==> config.mk <==
export PLATFORM = sky130hd
export DESIGN_NAME = fifo_ctrl_sync
export DESIGN_NICKNAME = d
export VERILOG_FILES = /design/src/rtl/fifo_ctrl_pkg.sv /design/src/rtl/fifo_out_stage.sv /design/src/rtl/fifo_ctrl_sync.sv
export SDC_FILE = /design/constraint.sdc
export NUM_CORES = 1
export LEC_CHECK = 0
export BUFFER_PORTS_ARGS = -buffer_cell sky130_fd_sc_hd__buf_2
export CORE_UTILIZATION = 40
export CTS_CLUSTER_SIZE = 20
export DETAILED_ROUTE_END_ITERATION = 12
export GPL_ROUTABILITY_DRIVEN = 0
export PLACE_DENSITY = 0.62
export SLEW_MARGIN = 20
export SYNTH_ARGS = -nofsm -noshare
export SYNTH_HDL_FRONTEND = slang
export SYNTH_SLANG_ARGS = --single-unit
==> constraint.sdc <==
create_clock -name aclk -period 6.3 [get_ports aclk]
set_input_delay 0.945 -clock aclk [delete_from_list [all_inputs] [get_ports aclk]]
set_output_delay 0.945 -clock aclk [all_outputs]
set_load 0.1 [all_outputs]
==> src/rtl/fifo_ctrl_pkg.sv <==
// Shared types and helpers for the single-clock FIFO controller and its output stage.
package fifo_ctrl_pkg;

    typedef logic [1:0] stage_cnt_t;

    localparam stage_cnt_t STAGE_DEPTH = 2'd2;

    // Pointer difference modulo 2**pw, so wrapped pointers still give the occupancy.
    function automatic logic [31:0] ptr_diff(input logic [31:0] wptr,
                                             input logic [31:0] rptr,
                                             input int unsigned pw);
        logic [31:0] mask;
        mask = (32'd1 << pw) - 32'd1;
        return (wptr - rptr) & mask;
    endfunction

endpackage

==> src/rtl/fifo_out_stage.sv <==
// Two-entry registered output buffer that absorbs the memory read latency.
module fifo_out_stage
    import fifo_ctrl_pkg::*;
#(
    parameter int W = 8
) (
    input  logic         clk_i,
    input  logic         clr_i,
    input  logic         capture_i,
    input  logic [W-1:0] cap_data_i,
    input  logic         pop_i,
    output logic         valid_o,
    output logic [W-1:0] head_o,
    output stage_cnt_t   cnt_o
);

    logic [W-1:0] head_q, head_d;
    logic [W-1:0] tail_q, tail_d;
    stage_cnt_t   cnt_q, cnt_d;

    always_comb begin
        head_d = head_q;
        tail_d = tail_q;
        cnt_d  = cnt_q;
        case ({capture_i, pop_i})
            2'b10: begin
                if (cnt_q == 2'd0) head_d = cap_data_i;
                else               tail_d = cap_data_i;
                cnt_d = cnt_q + 2'd1;
            end
            2'b01: begin
                head_d = tail_q;
                cnt_d  = cnt_q - 2'd1;
            end
            2'b11: begin
                // Head leaves while a word arrives: the new word lands behind whatever remains.
                if (cnt_q == STAGE_DEPTH) begin
                    head_d = tail_q;
                    tail_d = cap_data_i;
                end else begin
                    head_d = cap_data_i;
                end
            end
            default: ;
        endcase
    end

    always_ff @(posedge clk_i) begin
        if (clr_i) begin
            head_q <= '0;
            tail_q <= '0;
            cnt_q  <= '0;
        end else begin
            head_q <= head_d;
            tail_q <= tail_d;
            cnt_q  <= cnt_d;
        end
    end

    assign valid_o = (cnt_q != 2'd0);
    assign head_o  = head_q;
    assign cnt_o   = cnt_q;

endmodule

==> src/rtl/fifo_ctrl_sync.sv <==
// First-word-fall-through FIFO controller around a registered-read fifomem, with a 2-entry output stage.
module fifo_ctrl_sync
    import fifo_ctrl_pkg::*;
#(
    parameter int DATASIZE = 8,
    parameter int ADDRSIZE = 4,
    parameter int AF_LEVEL = (1 << ADDRSIZE)
) (
    input  logic                aclk,
    input  logic                srst,
    input  logic                flush,
    input  logic                in_valid,
    output logic                in_ready,
    input  logic [DATASIZE-1:0] in_data,
    output logic                out_valid,
    input  logic                out_ready,
    output logic [DATASIZE-1:0] out_data,
    output logic [ADDRSIZE+1:0] level,
    output logic                almost_full,
    output logic                mem_wclken,
    output logic [ADDRSIZE-1:0] mem_waddr,
    output logic [DATASIZE-1:0] mem_wdata,
    output logic                mem_wfull,
    output logic                mem_rclken,
    output logic [ADDRSIZE-1:0] mem_raddr,
    input  logic [DATASIZE-1:0] mem_rdata
);

    localparam int DEPTH = 1 << ADDRSIZE;
    localparam int PW    = ADDRSIZE + 1;
    localparam int LW    = ADDRSIZE + 2;

    logic [PW-1:0] wptr_q, wptr_d, rptr_q, rptr_d;
    logic [PW-1:0] mem_cnt, mem_cnt_d;
    logic [LW-1:0] level_q, level_d;
    logic          inflight_q, ready_q, almost_full_q;
    logic          clr, mem_full, wr_en, rd_issue, pop;
    stage_cnt_t    stage_cnt, stage_cnt_d;

    assign clr      = srst | flush;
    assign mem_cnt  = PW'(ptr_diff(32'(wptr_q), 32'(rptr_q), PW));
    assign mem_full = (mem_cnt == PW'(DEPTH));

    // A transfer happens on a side exactly when valid and ready are both high at the rising edge;
    // in_ready depends only on memory fullness, never on out_ready.
    assign in_ready = ready_q & ~mem_full & ~clr;
    assign wr_en    = in_valid & in_ready;
    assign pop      = out_valid & out_ready;

    // Only issue a read if the stage can take it once the in-flight word and this cycle's pop settle.
    assign rd_issue = ~clr & (mem_cnt != '0) &
                      (({1'b0, stage_cnt} + {2'b00, inflight_q}) < ({1'b0, STAGE_DEPTH} + {2'b00, pop}));

    assign wptr_d      = wptr_q + PW'(wr_en);
    assign rptr_d      = rptr_q + PW'(rd_issue);
    assign mem_cnt_d   = PW'(ptr_diff(32'(wptr_d), 32'(rptr_d), PW));
    assign stage_cnt_d = stage_cnt + stage_cnt_t'(inflight_q) - stage_cnt_t'(pop);
    assign level_d     = LW'(mem_cnt_d) + LW'(rd_issue) + LW'(stage_cnt_d);

    always_ff @(posedge aclk) begin
        ready_q <= ~srst;
        if (clr) begin
            wptr_q        <= '0;
            rptr_q        <= '0;
            inflight_q    <= 1'b0;
            level_q       <= '0;
            almost_full_q <= 1'b0;
        end else begin
            wptr_q        <= wptr_d;
            rptr_q        <= rptr_d;
            inflight_q    <= rd_issue;
            level_q       <= level_d;
            almost_full_q <= (level_d >= LW'(AF_LEVEL));
        end
    end

    fifo_out_stage #(.W(DATASIZE)) u_out_stage (
        .clk_i      (aclk),
        .clr_i      (clr),
        .capture_i  (inflight_q),
        .cap_data_i (mem_rdata),
        .pop_i      (pop),
        .valid_o    (out_valid),
        .head_o     (out_data),
        .cnt_o      (stage_cnt)
    );

    assign level       = level_q;
    assign almost_full = almost_full_q;
    assign mem_wclken  = wr_en;
    assign mem_waddr   = wptr_q[ADDRSIZE-1:0];
    assign mem_wdata   = in_data;
    assign mem_wfull   = mem_full;
    assign mem_rclken  = rd_issue;
    assign mem_raddr   = rptr_q[ADDRSIZE-1:0];

endmodule

Word-level counts from Yosys, hierarchy flattened
Cells that the tools add are included.
Widths: inputs -> output; s select.
Storage, ports and cells
  register bits after elaboration: 37
  input port bits: 21
  output and inout port bits: 36
  word-level logic and storage cells: 56
Operators by class
  add/sub/neg operators: 12
  $lt $le $gt $ge: 2
  equal/unequal tests: 8
  muxes and demuxes: 7
  bitwise gates (word level): 10
  reduce and logical (&&, ||, !) cells: 8
Operators by type and width (count)
  $mux 8: 4
  $pmux 8 s3: 1
  $pmux 8 s2: 1
  $add 5x1->5: 2
  $sub 5x5->5: 2
  $add 5x1->6: 1
  $add 6x2->6: 1
  $and 1x1->1: 6
  $eq 2x2->1 const B: 3
  $ge 6x5->1 const B: 1
  $reduce_bool 2->1: 3
  $eq 5x5->1 const B: 1
  $reduce_bool 5->1: 1
  $ne 2x1->1 const B: 2
  $pmux 2 s2: 1
  $add 2x1->3: 1
  $add 2x1->3 const A: 1
  $lt 3x3->1: 1
  $not 1->1: 3
  $reduce_and 3->1: 1
  $reduce_bool 3->1: 1
  $add 2x1->2: 1
  $add 2x1->2 const B: 1
  $eq 2x1->1 const B: 1
  6 further kinds: 6

Longest topological paths before layout
Gate-level depths: netlist of the first run.
  depth after elaboration: 11
  mapped depth: 18
  depth with buffers taken out: 18

Hierarchy
From an unflattened synthesis of the first run, not the netlist that was laid out.
Second synthesis, totals
  cells, all modules: 251
  area total of the unflattened synthesis: 2329.7 um^2
By module, submodules not included
  fifo_ctrl_sync: instances 1, cells each 143, area an instance 1336.3 um^2, seq. area each 380.4 um^2
  fifo_out_stage: instances 1, cells each 108, area an instance 993.5 um^2, seq. area each 360.3 um^2

Worst setup path after synthesis of the first run
Ideal clock, no wire load.
  kind: register to register
  from: register u_out_stage.cnt_q[0] (netlist: u_out_stage.cnt_o[0])
  to: register level_q[4] (netlist: level[4])
  setup time: 0.128 ns
  arrival: 9.194 ns
  required time: 6.172 ns
  setup slack: -3.022 ns
  cell stages (with the launch flop): 14
  path buffers: 1
  period minus slack after synthesis: 9.322 ns
  path through: dfxtp_1 > clkbuf_1 > nor2_1 > inv_1 > nand2_1 > o21a_1 > a2111oi_0 > ha_1 > ha_1 > fa_1 > fa_1 > a21oi_1 > xnor2_1 > nor2_1
On the way
  cells in the longest elaborated chain, start to end: 9
  elaborated cells on any way between the ends: 12
  those cells by class: add/sub (8); order compare (1); bitwise (2); reduce/logical (1)
RTL lines
  start, declared: RTL line fifo_out_stage.sv:19  | stage_cnt_t cnt_q, cnt_d;
  start signal, assigned: RTL line fifo_out_stage.sv:56  | cnt_q <= cnt_d;
  $reduce_bool 2->1: RTL line fifo_out_stage.sv:60  | assign valid_o = (cnt_q != 2'd0);
  named net out_valid: RTL line fifo_ctrl_sync.sv:15  | output logic out_valid,
  $and 1x1->1: RTL line fifo_ctrl_sync.sv:48  | assign pop = out_valid & out_ready;
  $add 2x1->3: RTL line fifo_ctrl_sync.sv:52  | (({1'b0, stage_cnt} + {2'b00, inflight_q}) < ({1'b0, STAGE_DEPTH} + {2'b00, pop}));
  $lt 3x3->1: RTL line fifo_ctrl_sync.sv:52
  $and 1x1->1: RTL line fifo_ctrl_sync.sv:51  | assign rd_issue = ~clr & (mem_cnt != '0) &
  named net mem_rclken: RTL line fifo_ctrl_sync.sv:24  | output logic mem_rclken,
  $add 5x1->5: RTL line fifo_ctrl_sync.sv:55  | assign rptr_d = rptr_q + PW'(rd_issue);
  named net rptr_d[0]: RTL line fifo_ctrl_sync.sv:33  | logic [PW-1:0] wptr_q, wptr_d, rptr_q, rptr_d;
  $sub 5x5->5: RTL line fifo_ctrl_pkg.sv:14  | return (wptr - rptr) & mask;
  $add 5x1->6: RTL line fifo_ctrl_sync.sv:58  | assign level_d = LW'(mem_cnt_d) + LW'(rd_issue) + LW'(stage_cnt_d);
  $add 6x2->6: RTL line fifo_ctrl_sync.sv:58
  end signal, assigned: RTL line fifo_ctrl_sync.sv:72  | level_q <= level_d;
  end, declared: RTL line fifo_ctrl_sync.sv:35  | logic [LW-1:0] level_q, level_d;
The timed path passes the listed nets, and every way through them passes these cells.
A chain may end at the register's enable or synchronous reset.

Worst setup path after layout of the first run
  from: register rptr_q[2]
  to: register almost_full_q (netlist: almost_full)
On the way
  elaborated cells on any way between the ends: 15
  those cells by class: add/sub (6); order compare (1); eq/ne (1); bitwise (6); reduce/logical (1)
RTL lines
  start, declared: RTL line fifo_ctrl_sync.sv:33
  start signal, assigned: RTL line fifo_ctrl_sync.sv:70  | rptr_q <= rptr_d;
  $sub 5x5->5: RTL line fifo_ctrl_pkg.sv:14
  $reduce_bool 5->1: RTL line fifo_ctrl_sync.sv:51
  $and 1x1->1 (2 in series): RTL line fifo_ctrl_sync.sv:51
  $add 5x1->5: RTL line fifo_ctrl_sync.sv:55
  named net rptr_d[0]: RTL line fifo_ctrl_sync.sv:33
  $sub 5x5->5: RTL line fifo_ctrl_pkg.sv:14
  $add 5x1->6: RTL line fifo_ctrl_sync.sv:58
  $add 6x2->6: RTL line fifo_ctrl_sync.sv:58
  $ge 6x5->1: RTL line fifo_ctrl_sync.sv:73  | almost_full_q <= (level_d >= LW'(AF_LEVEL));
  end signal, assigned: RTL line fifo_ctrl_sync.sv:73
  end, declared: RTL line fifo_ctrl_sync.sv:36  | logic inflight_q, ready_q, almost_full_q;
The timed path passes the listed nets, and every way through them passes these cells.

==> metrics.yaml, run 1 <==
initial_core_util: 0.413
cp_data_arrival_time_ns: 4.48
post_cts_buffers: 0
io_buffers: 40
grt_pass1_vias: 1506
hold_buffers: 0
clockRootBuffer: "clkbuf_8"
die_w_um: 74.6
hold_viol: 0
die_y_um: 74.6
hpwl_mm: 3.02
p_int_mw: 0.320
min_from: "u_out_stage.head_o[1]"
drive_gt1_frac: 0.217
rrSetupSlack_ns: 2.04
post_synth_inst_count: 233
ios: 57
synthDominantCellAreaShare: 0.351
slew_viol_final: 0
cts_made_buffers: 5
grt_overflow: 0
cts_resized: 0
status: "complete, no violations"
grt_antenna_before_repair: 0
swShare: 0.255
dr.pass1.iters: 4
yosysSeqAreaShare: 0.351
htreeDepth: 2
holdPathStages: 2
layout_commonest_cell: "buf_2"
grt_max_degree: 34
period_minus_slack_ns: 4.26
total_power_mw: 0.430
min_to: "u_out_stage.head_o[1]"
setup_viol: 0
layout.nets: 300
required_ns: 6.52
fin_tns_setup_ns: 0
syn_nets: 276
p_leak_nw: 1.03
power_frac_seq: 0.547
cts_tree: "done"
drtAntennaViolNets: 0
synth_area_um2: 2110
clockBufferDepth: 2
worstSetupStartpointType: "register"
grt_pass1_wl_mm: 6.60
totalWireLength_mm: 3.97
p_per_area_nw_per_um2: 183
critical_path_class: "reg -> reg"
dieArea_um2: 5570
layout_common_cells: "40 x buf_2, 37 x dfxtp_1, 36 x nor2_1, 20 x inv_1, 19 x ha_1"
clock.fmax_mhz: 235
worstMarginPinSlew_ns: 0.836
clock_latency_ns: 0.30
cts.sinks: 37
p_clk_frac: 0.394
ys_seq_elements: 37
critPathMaxFanout: 6
core_region_area_um2: 5110
drt-initial-drc-count: 62
syn_area_per_cell_um2: 9.05
grt_usage: 0.159
fin_hold_ws_ns: 0.504
drv_cap: 0
p_switching_mw: 0.110
post-route-period-util: 0.676
power_frac_comb: 0.059
yosys_warnings: 0
regToRegStartpoint: "rptr_q[2]"
vias: 1615
netlist_top_cells_area: "dfxtp_1 35%, ha_1 11%, nor2_1 6.4%, xnor2_1 5.8%, buf_4 5.7%"
skew_ns: 0.00648
clk_pin_slew_ns: 0.08
ys_types: 37
rsz0062_at_grt: "no"
cp-end-kind: "register"
drcViolationCount: 0
antenna_cells: 0
hp-class: "reg -> reg"
r2r_cells: 14
rr_endpoint: "almost_full"
rows: 26
syn_to_final_growth_pct: 11.4
yosysTopAreaCell: "dfxtp_1"
ir_worst_vdd_mv: 0.125
routedWlPerCell_um: 12.1
slew-limit-headroom: 0.442
routed_via_density: 4.92
==> cell type report <==
type,instances,area [µm²]
clock buffers,5,68.8
clock inverters,3,22.5
inverters,20,75.1
multi-input cells,153,1160
fillers,553,2760
repair buffers,40,200
flip-flops and latches,37,741
well taps,70,87.6
==> sequential cells by signal, summed over array words and instances (netlist names) <==
name,count
u_out_stage.head_o,8
u_out_stage.tail_q,8
level,6
rptr_q,5
wptr_q,5
u_out_stage.cnt_o,2
almost_full,1
inflight_q,1
ready_q,1
==> synth_stat cells <==
master / number
nand2b_1: 2
and2_1: 3
nand4_1: 1
mux2_2: 1
o21ai_0: 6
a2111oi_0: 2
mux2i_1: 8
xnor2_2: 1
o31ai_1: 1
or3_1: 3
o22ai_1: 1
o211a_1: 2
inv_1: 20
nor2_1: 36
and3_1: 3
o21ai_1: 1
buf_4: 16
xor2_1: 7
nor2b_1: 3
o2bb2ai_1: 1
or2_2: 2
a311o_2: 1
dfxtp_1: 37
nand2_1: 2
clkbuf_1: 6
ha_1: 19
o21a_1: 1
a211oi_1: 8
a21oi_1: 4
a22oi_1: 8
nand3_1: 6
a31oi_1: 1
buf_2: 1
fa_1: 3
a211oi_2: 1
nor3_1: 1
xnor2_1: 14
==> critical path, cell delays in order (launching register included) <==
cell       delay (ns)
dfxtp_1          0.49
inv_1            0.08
ha_1             0.32
o21ai_0          0.09
nand2b_1         0.14
mux2_2           0.37
o2bb2ai_1        0.16
a2111oi_2        0.55
ha_1             0.33
ha_1             0.21
fa_1             0.49
fa_1             0.44
a21oi_1          0.25
o21ai_0          0.11
a31oi_1          0.16
==> metrics by stage <==
step / setup slack [ns] / instances / instance area [µm²] / utilization
after floorplan: 0.318 / 233 / 2120 / -
after detailed placement: 2.01 / 320 / 2260 / 0.442
final: 2.04 / 328 / 2350 / 0.460
after CTS: 1.99 / 328 / 2350 / 0.460
after global placement: 2.10 / 320 / 2260 / 0.442
after global routing: 1.66 / 328 / 2350 / 0.460
==> logic make-up after synthesis <==
logic type	after synthesis	synth area share
compound gates	38	0.129
xor+xnor	22	0.0949
fa+ha+maj	22	0.141
buf+inv	43	0.106
flops	37	0.351
mux	9	0.0433
simple gates	62	0.135
==> metal layers <==
metal / global-route usage / vias up / part of all wire
li1: - / 816 / -
met1: 0.198 / 750 / 0.47
met2: 0.265 / 41 / 0.46
met3: 0.0335 / 8 / 0.049
met4: 0.0692 / 0 / 0.015
met5: 0 / - / 0
==> power groups by stage <==
stage          logic (mW)  registers [mW]  clock network (mW)
4_1_cts            0.0256           0.235               0.175
2_1_floorplan      0.0387           0.244                   0
3_5_place_dp       0.0255           0.241                   0
6_report           0.0253           0.235               0.170
3_3_place_gp       0.0256           0.241                   0
5_1_grt            0.0277           0.235               0.184
==> worst max path at each step <==
stage	startpoint	end	slack [ns]	cells past startpoint
global placement	flush	level[4]	2.10	10
finish	rptr_q[2]	almost_full	2.04	14
global route	rptr_q[2]	almost_full	1.66	14
CTS	rptr_q[2]	almost_full	1.99	14
floorplan	u_out_stage.cnt_o[0]	level[4]	0.32	13
detailed placement	rptr_q[2]	almost_full	2.01	14
No activity file was read; power rests on OpenSTA's default activity.
==> run 2: changes to the inputs <==
clock period = 4.3 ns   (was 6.3 ns; I/O delays follow)
==> metrics.yaml, run 2 (same netlist as run 1, synthesis figures left out) <==
grt_pass1_vias: 1417  # -5.9%
required_ns: 4.52  # -2.00 ns
fin_hold_ws_ns: 0.496  # -0.00823 ns
status: "complete, no violations"
antenna_cells: 0  # unchanged
hp-class: "reg -> reg"
clk_pin_slew_ns: 0.08  # about the same
clock.fmax_mhz: 251  # +6.8%
grt_pass1_wl_mm: 6.31  # -4.3%
skew_ns: 0.00311  # -0.00337 ns
htreeDepth: 2  # unchanged
ir_worst_vdd_mv: 0.138  # +11%
slew-limit-headroom: 0.349  # -0.0928
clock_latency_ns: 0.29  # about the same
cp-end-kind: "register"
clockRootBuffer: "clkbuf_8"
layout_common_cells: "40 x buf_2, 36 x dfxtp_1, 35 x nor2_1, 19 x inv_1, 18 x ha_1"
fin_tns_setup_ns: 0  # unchanged
p_per_area_nw_per_um2: 283  # +55%
layout.nets: 302  # +0.67%
drtAntennaViolNets: 0  # unchanged
r2r_cells: 17  # +3
critPathMaxFanout: 7  # +1
drcViolationCount: 0  # unchanged
crit_path_frequent_cell: "ha_1"
min_from: "u_out_stage.head_o[3]"
cts_made_buffers: 5  # unchanged
hold_viol: 0  # unchanged
grt_overflow: 0  # unchanged
grt_usage: 0.151  # -0.00734
die_y_um: 74.6  # unchanged
layout_commonest_cell: "buf_2"
io_buffers: 40  # unchanged
core_region_area_um2: 5110  # unchanged
crit_buf_inv: 1  # unchanged
dieArea_um2: 5570  # unchanged
grt_antenna_before_repair: 0  # unchanged
min_to: "u_out_stage.head_o[3]"
p_leak_nw: 1.05  # +1.7%
cp_data_arrival_time_ns: 4.20  # -0.28 ns
post_cts_buffers: 0  # unchanged
rows: 26  # unchanged
dr.pass1.iters: 4  # unchanged
worstSetupStartpointType: "register"
critical_path_class: "reg -> reg"
drive_gt1_frac: 0.250  # +0.0329
vias: 1572  # -2.7%
cts.sinks: 37  # unchanged
rr_endpoint: "almost_full"
hold_buffers: 0  # unchanged
crit_slowest_cell: "a2111oi_4"
totalWireLength_mm: 3.93  # -0.91%
syn_to_final_growth_pct: 15.5
post-route-period-util: 0.927  # +0.251
slew_viol_final: 0  # unchanged
hpwl_mm: 2.95  # -2.4%
clockBufferDepth: 2  # unchanged
rrSetupSlack_ns: 0.32  # -1.73 ns
drt-initial-drc-count: 50  # -19%
crit_chain: "inv_1 -> ha_1 -> nor2b_1 -> o21ai_1 -> nand2b_1 -> mux2_4 -> o2bb2ai_2 -> a2111oi_4 -> ha_1 -> nand3_1 -> xnor2_2 -> ha_1 -> o211a_1 -> a311o_2 -> xnor2_2 -> o21ai_0 -> a31oi_1"
worstMarginPinSlew_ns: 0.970  # +0.134 ns
drv_cap: 0  # unchanged
regToRegStartpoint: "rptr_q[1]"
die_w_um: 74.6  # unchanged
initial_core_util: 0.413  # unchanged
routed_via_density: 4.76  # -3.3%
critical-path-max-stage-delay_ns: 0.42  # -0.13 ns
fillers: 507  # -8.3%
rsz0062_at_grt: "no"
period_minus_slack_ns: 3.98  # -0.271 ns
setup_viol: 0  # unchanged
critPathTopFamily: "compound AO/OA/AOI/OAI gates"
grt_max_degree: 33  # -2.9%
routedWlPerCell_um: 11.9  # -1.5%
cts_tree: "done"
ios: 57  # unchanged
cts_resized: 0  # unchanged
holdPathStages: 2  # unchanged
==> run 2: cell count changes in the layout (fill, tap and decap cells not counted), sizes merged <==
cell	change
inv	-1
clkinvlp	+2
bufinv	+1
clkinv	-2
buf	+2
==> run 2: report_power, final <==
part | switching, mW | internal (mW) | leakage (nW) | total, mW
sequential | 0.000757 | 0.344 | 0.299 | 0.344
combinational | 0.0271 | 0.0123 | 0.698 | 0.0394
clock | 0.133 | 0.174 | 0.0543 | 0.307
total | 0.161 | 0.530 | 1.05 | 0.691
==> run 2: cell type report <==
type	count	area, µm²	share of cell area
Clock buffer	5	68.8	0.0282
Clock inverter	3	46.3	0.0190
Inverter	20	78.8	0.0323
Multi-Input combinational cell	153	1200	0.492
Sequential cell	37	742	0.304
Tap cell	70	87.6	0.0359
Timing Repair Buffer	42	215	0.0883
==> run 2: how the worst max path moves through the flow <==
| stage | from | endpoint | cells past startpoint |
|---|---|---|---|
| floorplan | rptr_q[1] | level[3] | 17 |
| global placement | rptr_q[1] | almost_full | 17 |
| detailed placement | rptr_q[1] | almost_full | 17 |
| CTS | rptr_q[1] | almost_full | 17 |
| global route | rptr_q[1] | almost_full | 17 |
| finish | rptr_q[1] | almost_full | 17 |
==> run 2: per-stage QoR <==
step | worst slack [ns] | power, mW | cell area [µm²] | util | cells
after floorplan | -0.422 | 0.415 | 2160 | - | 233
after global placement | 0.368 | 0.392 | 2310 | 0.453 | 322
after detailed placement | 0.316 | 0.393 | 2310 | 0.453 | 322
after CTS | 0.255 | 0.703 | 2430 | 0.476 | 330
after global routing | 0.0106 | 0.721 | 2440 | 0.477 | 330
final | 0.315 | 0.691 | 2440 | 0.477 | 330
==> run 2: worst register-to-register path, cell delays in order (launching register included) <==
cell and delay, ns:
dfxtp_2 0.35, inv_1 0.04, ha_1 0.27, nor2b_1 0.13, o21ai_1 0.13, nand2b_1 0.14
mux2_4 0.34, o2bb2ai_2 0.14, a2111oi_4 0.43, ha_1 0.25, nand3_1 0.13, xnor2_2 0.17
ha_1 0.36, o211a_1 0.14, a311o_2 0.38, xnor2_2 0.24, o21ai_0 0.12, a31oi_1 0.15
==> run 2: routing by layer <==
layer	wire length, µm	part of all wire	track usage	vias to the layer above
met5	0	0	0	-
met4	55	0.014	0.0608	0
met3	116	0.030	0.0321	5
met2	1820	0.46	0.236	29
met1	1940	0.49	0.204	715
li1	-	-	-	823
==> run 3: changes to the inputs <==
BUFFER_PORTS_ARGS = -buffer_cell sky130_fd_sc_hd__clkbuf_2   (was -buffer_cell sky130_fd_sc_hd__buf_2)
SLEW_MARGIN = default   (was 20)
==> metrics.yaml, run 3 (same netlist as run 1, synthesis figures left out) <==
syn_to_final_growth_pct: 14.3
cp_data_arrival_time_ns: 4.18  # -0.02 ns
clock_latency_ns: 0.29  # about the same
initial_core_util: 0.413  # unchanged
antenna_cells: 0  # unchanged
place_area_um2: 2310  # unchanged
place_ws_ns: 0.330  # +0.0143 ns
cp-end-kind: "register"
crit_path_frequent_cell: "ha_1"
cts.sinks: 37  # unchanged
rows: 26  # unchanged
crit_slowest_cell: "a2111oi_4"
min_from: "u_out_stage.tail_q[2]"
clk_pin_slew_ns: 0.08  # about the same
fin_hold_ws_ns: 0.495  # -0.000599 ns
crit_chain: "inv_1 -> ha_1 -> nor2b_1 -> o21ai_1 -> nand2b_1 -> mux2_4 -> o2bb2ai_2 -> a2111oi_4 -> ha_1 -> nand3_1 -> xnor2_1 -> ha_1 -> o211a_1 -> a311o_2 -> xnor2_2 -> o21ai_0 -> a31oi_1"
required_ns: 4.52  # about the same
critPathTopFamily: "compound AO/OA/AOI/OAI gates"
hpwl_mm: 2.91  # -1.4%
die_w_um: 74.6  # unchanged
slew_viol_final: 0  # unchanged
fin_ws_ns: 0.339  # +0.0242 ns
fin_tns_setup_ns: 0  # unchanged
grt_overflow: 0  # unchanged
layout.nets: 302  # unchanged
clock.fmax_mhz: 252  # +0.61%
skew_ns: 0.0109  # +0.00783 ns
io_buffers: 40  # unchanged
period_minus_slack_ns: 3.96  # -0.0242 ns
hp-class: "reg -> reg"
final_util: 0.472  # -0.00514
grt_pass1_vias: 1399  # -1.3%
layout_common_cells: "40 x clkbuf_2, 36 x dfxtp_1, 35 x nor2_1, 19 x inv_1, 18 x ha_1"
cp-startpoint: "rptr_q[1]"
hold_viol: 0  # unchanged
slew-limit-headroom: 0.344  # -0.00504
status: "complete, no violations"
final_area_um2: 2410  # -1.1%
rsz0062_at_grt: "no"
clockBufferDepth: 2  # unchanged
dp_cells: 322  # unchanged
drv_cap: 0  # unchanged
core_region_area_um2: 5110  # unchanged
critPathMaxFanout: 7  # unchanged
dieArea_um2: 5570  # unchanged
grt_pass1_wl_mm: 6.32  # +0.11%
drtAntennaViolNets: 0  # unchanged
ios: 57  # unchanged
drive_gt1_frac: 0.246  # -0.00385
critical-path-max-stage-delay_ns: 0.39  # -0.03 ns
setup_viol: 0  # unchanged
totalWireLength_mm: 3.89  # -0.97%
ir_worst_vdd_mv: 0.103  # -25%
p_leak_nw: 1.02  # -3.0%
dr.pass1.iters: 4  # unchanged
routedWlPerCell_um: 11.8  # -0.97%
worstSetupStartpointType: "register"
post-route-period-util: 0.921  # -0.00563
hold_buffers: 0  # unchanged
vias: 1552  # -1.3%
grt_antenna_before_repair: 0  # unchanged
grt_usage: 0.151  # about the same
routed_via_density: 4.70  # -1.3%
regToRegStartpoint: "rptr_q[1]"
p_per_area_nw_per_um2: 267  # -5.9%
worstMarginPinSlew_ns: 0.977  # +0.00751 ns
drt-initial-drc-count: 52  # +4.0%
fin_cells: 330  # unchanged
die_y_um: 74.6  # unchanged
grt_max_degree: 33  # unchanged
cts_made_buffers: 5  # unchanged
cts_tree: "done"
total_power_mw: 0.643  # -7.0%
drcViolationCount: 0  # unchanged
crit_buf_inv: 1  # unchanged
clockRootBuffer: "clkbuf_8"
layout_commonest_cell: "clkbuf_2"
htreeDepth: 2  # unchanged
critical_path_class: "reg -> reg"
-- run 3: cell count changes in the layout (fill, tap and decap cells not counted) --
| cell | delta |
|---|---|
| clkinv_2 | +1 |
| buf_2 | -40 |
| xnor2_1 | +1 |
| bufinv_16 | -1 |
| clkbuf_8 | +1 |
| xnor2_2 | -1 |
| clkbuf_2 | +40 |
| clkinvlp_4 | -1 |
-- run 3: final timing paths --
path | slack [ns] | depth (start not counted) | to
worst max-delay path | 0.34 | 17 | almost_full
worst min-delay path | 0.50 | 2 | u_out_stage.tail_q[2]
worst max register to register | 0.34 | 17 | almost_full
worst min register to register | 0.50 | 2 | u_out_stage.tail_q[2]
-- run 3: layer usage --
| metal | routed length (µm) | up-vias | global-route usage |
|---|---|---|---|
| li1 | - | 824 | - |
| met1 | 1980 | 701 | 0.209 |
| met2 | 1730 | 21 | 0.229 |
| met3 | 115 | 6 | 0.0335 |
| met4 | 66 | 0 | 0.0608 |
| met5 | 0 | - | 0 |
-- run 3: what timing repair did --
| item | in CTS | in global routing |
|---|---|---|
| buffers inserted | 0 | 0 |
| gates resized for setup | 0 | 0 |
| endpoints found under the setup margin | 0 | 1 |
-- run 3: power breakdown --
group | switching (mW) | internal (mW) | total, mW
Clock | 0.129 | 0.130 | 0.259
Combinational | 0.0270 | 0.0122 | 0.0393
Sequential | 0.000778 | 0.344 | 0.345
-- run 3: cell type report --
| type | count | area, µm² |
|---|---|---|
| clock buffers | 6 | 82.6 |
| inverters | 20 | 78.8 |
| multi-input cells | 153 | 1190 |
| flip-flops and latches | 37 | 742 |
| well taps | 70 | 87.6 |
| fillers | 511 | 2700 |
| clock inverters | 2 | 13.8 |
| repair buffers | 42 | 215 |
-- run 3: worst reg2reg max path, cell delays in order, from the launching register on --
cell and delay (ns):
dfxtp_2 0.35, inv_1 0.05, ha_1 0.28, nor2b_1 0.13, o21ai_1 0.11, nand2b_1 0.13, mux2_4 0.33, o2bb2ai_2 0.14
a2111oi_4 0.39, ha_1 0.26, nand3_1 0.11, xnor2_1 0.23, ha_1 0.34, o211a_1 0.14, a311o_2 0.38, xnor2_2 0.24
o21ai_0 0.13, a31oi_1 0.15
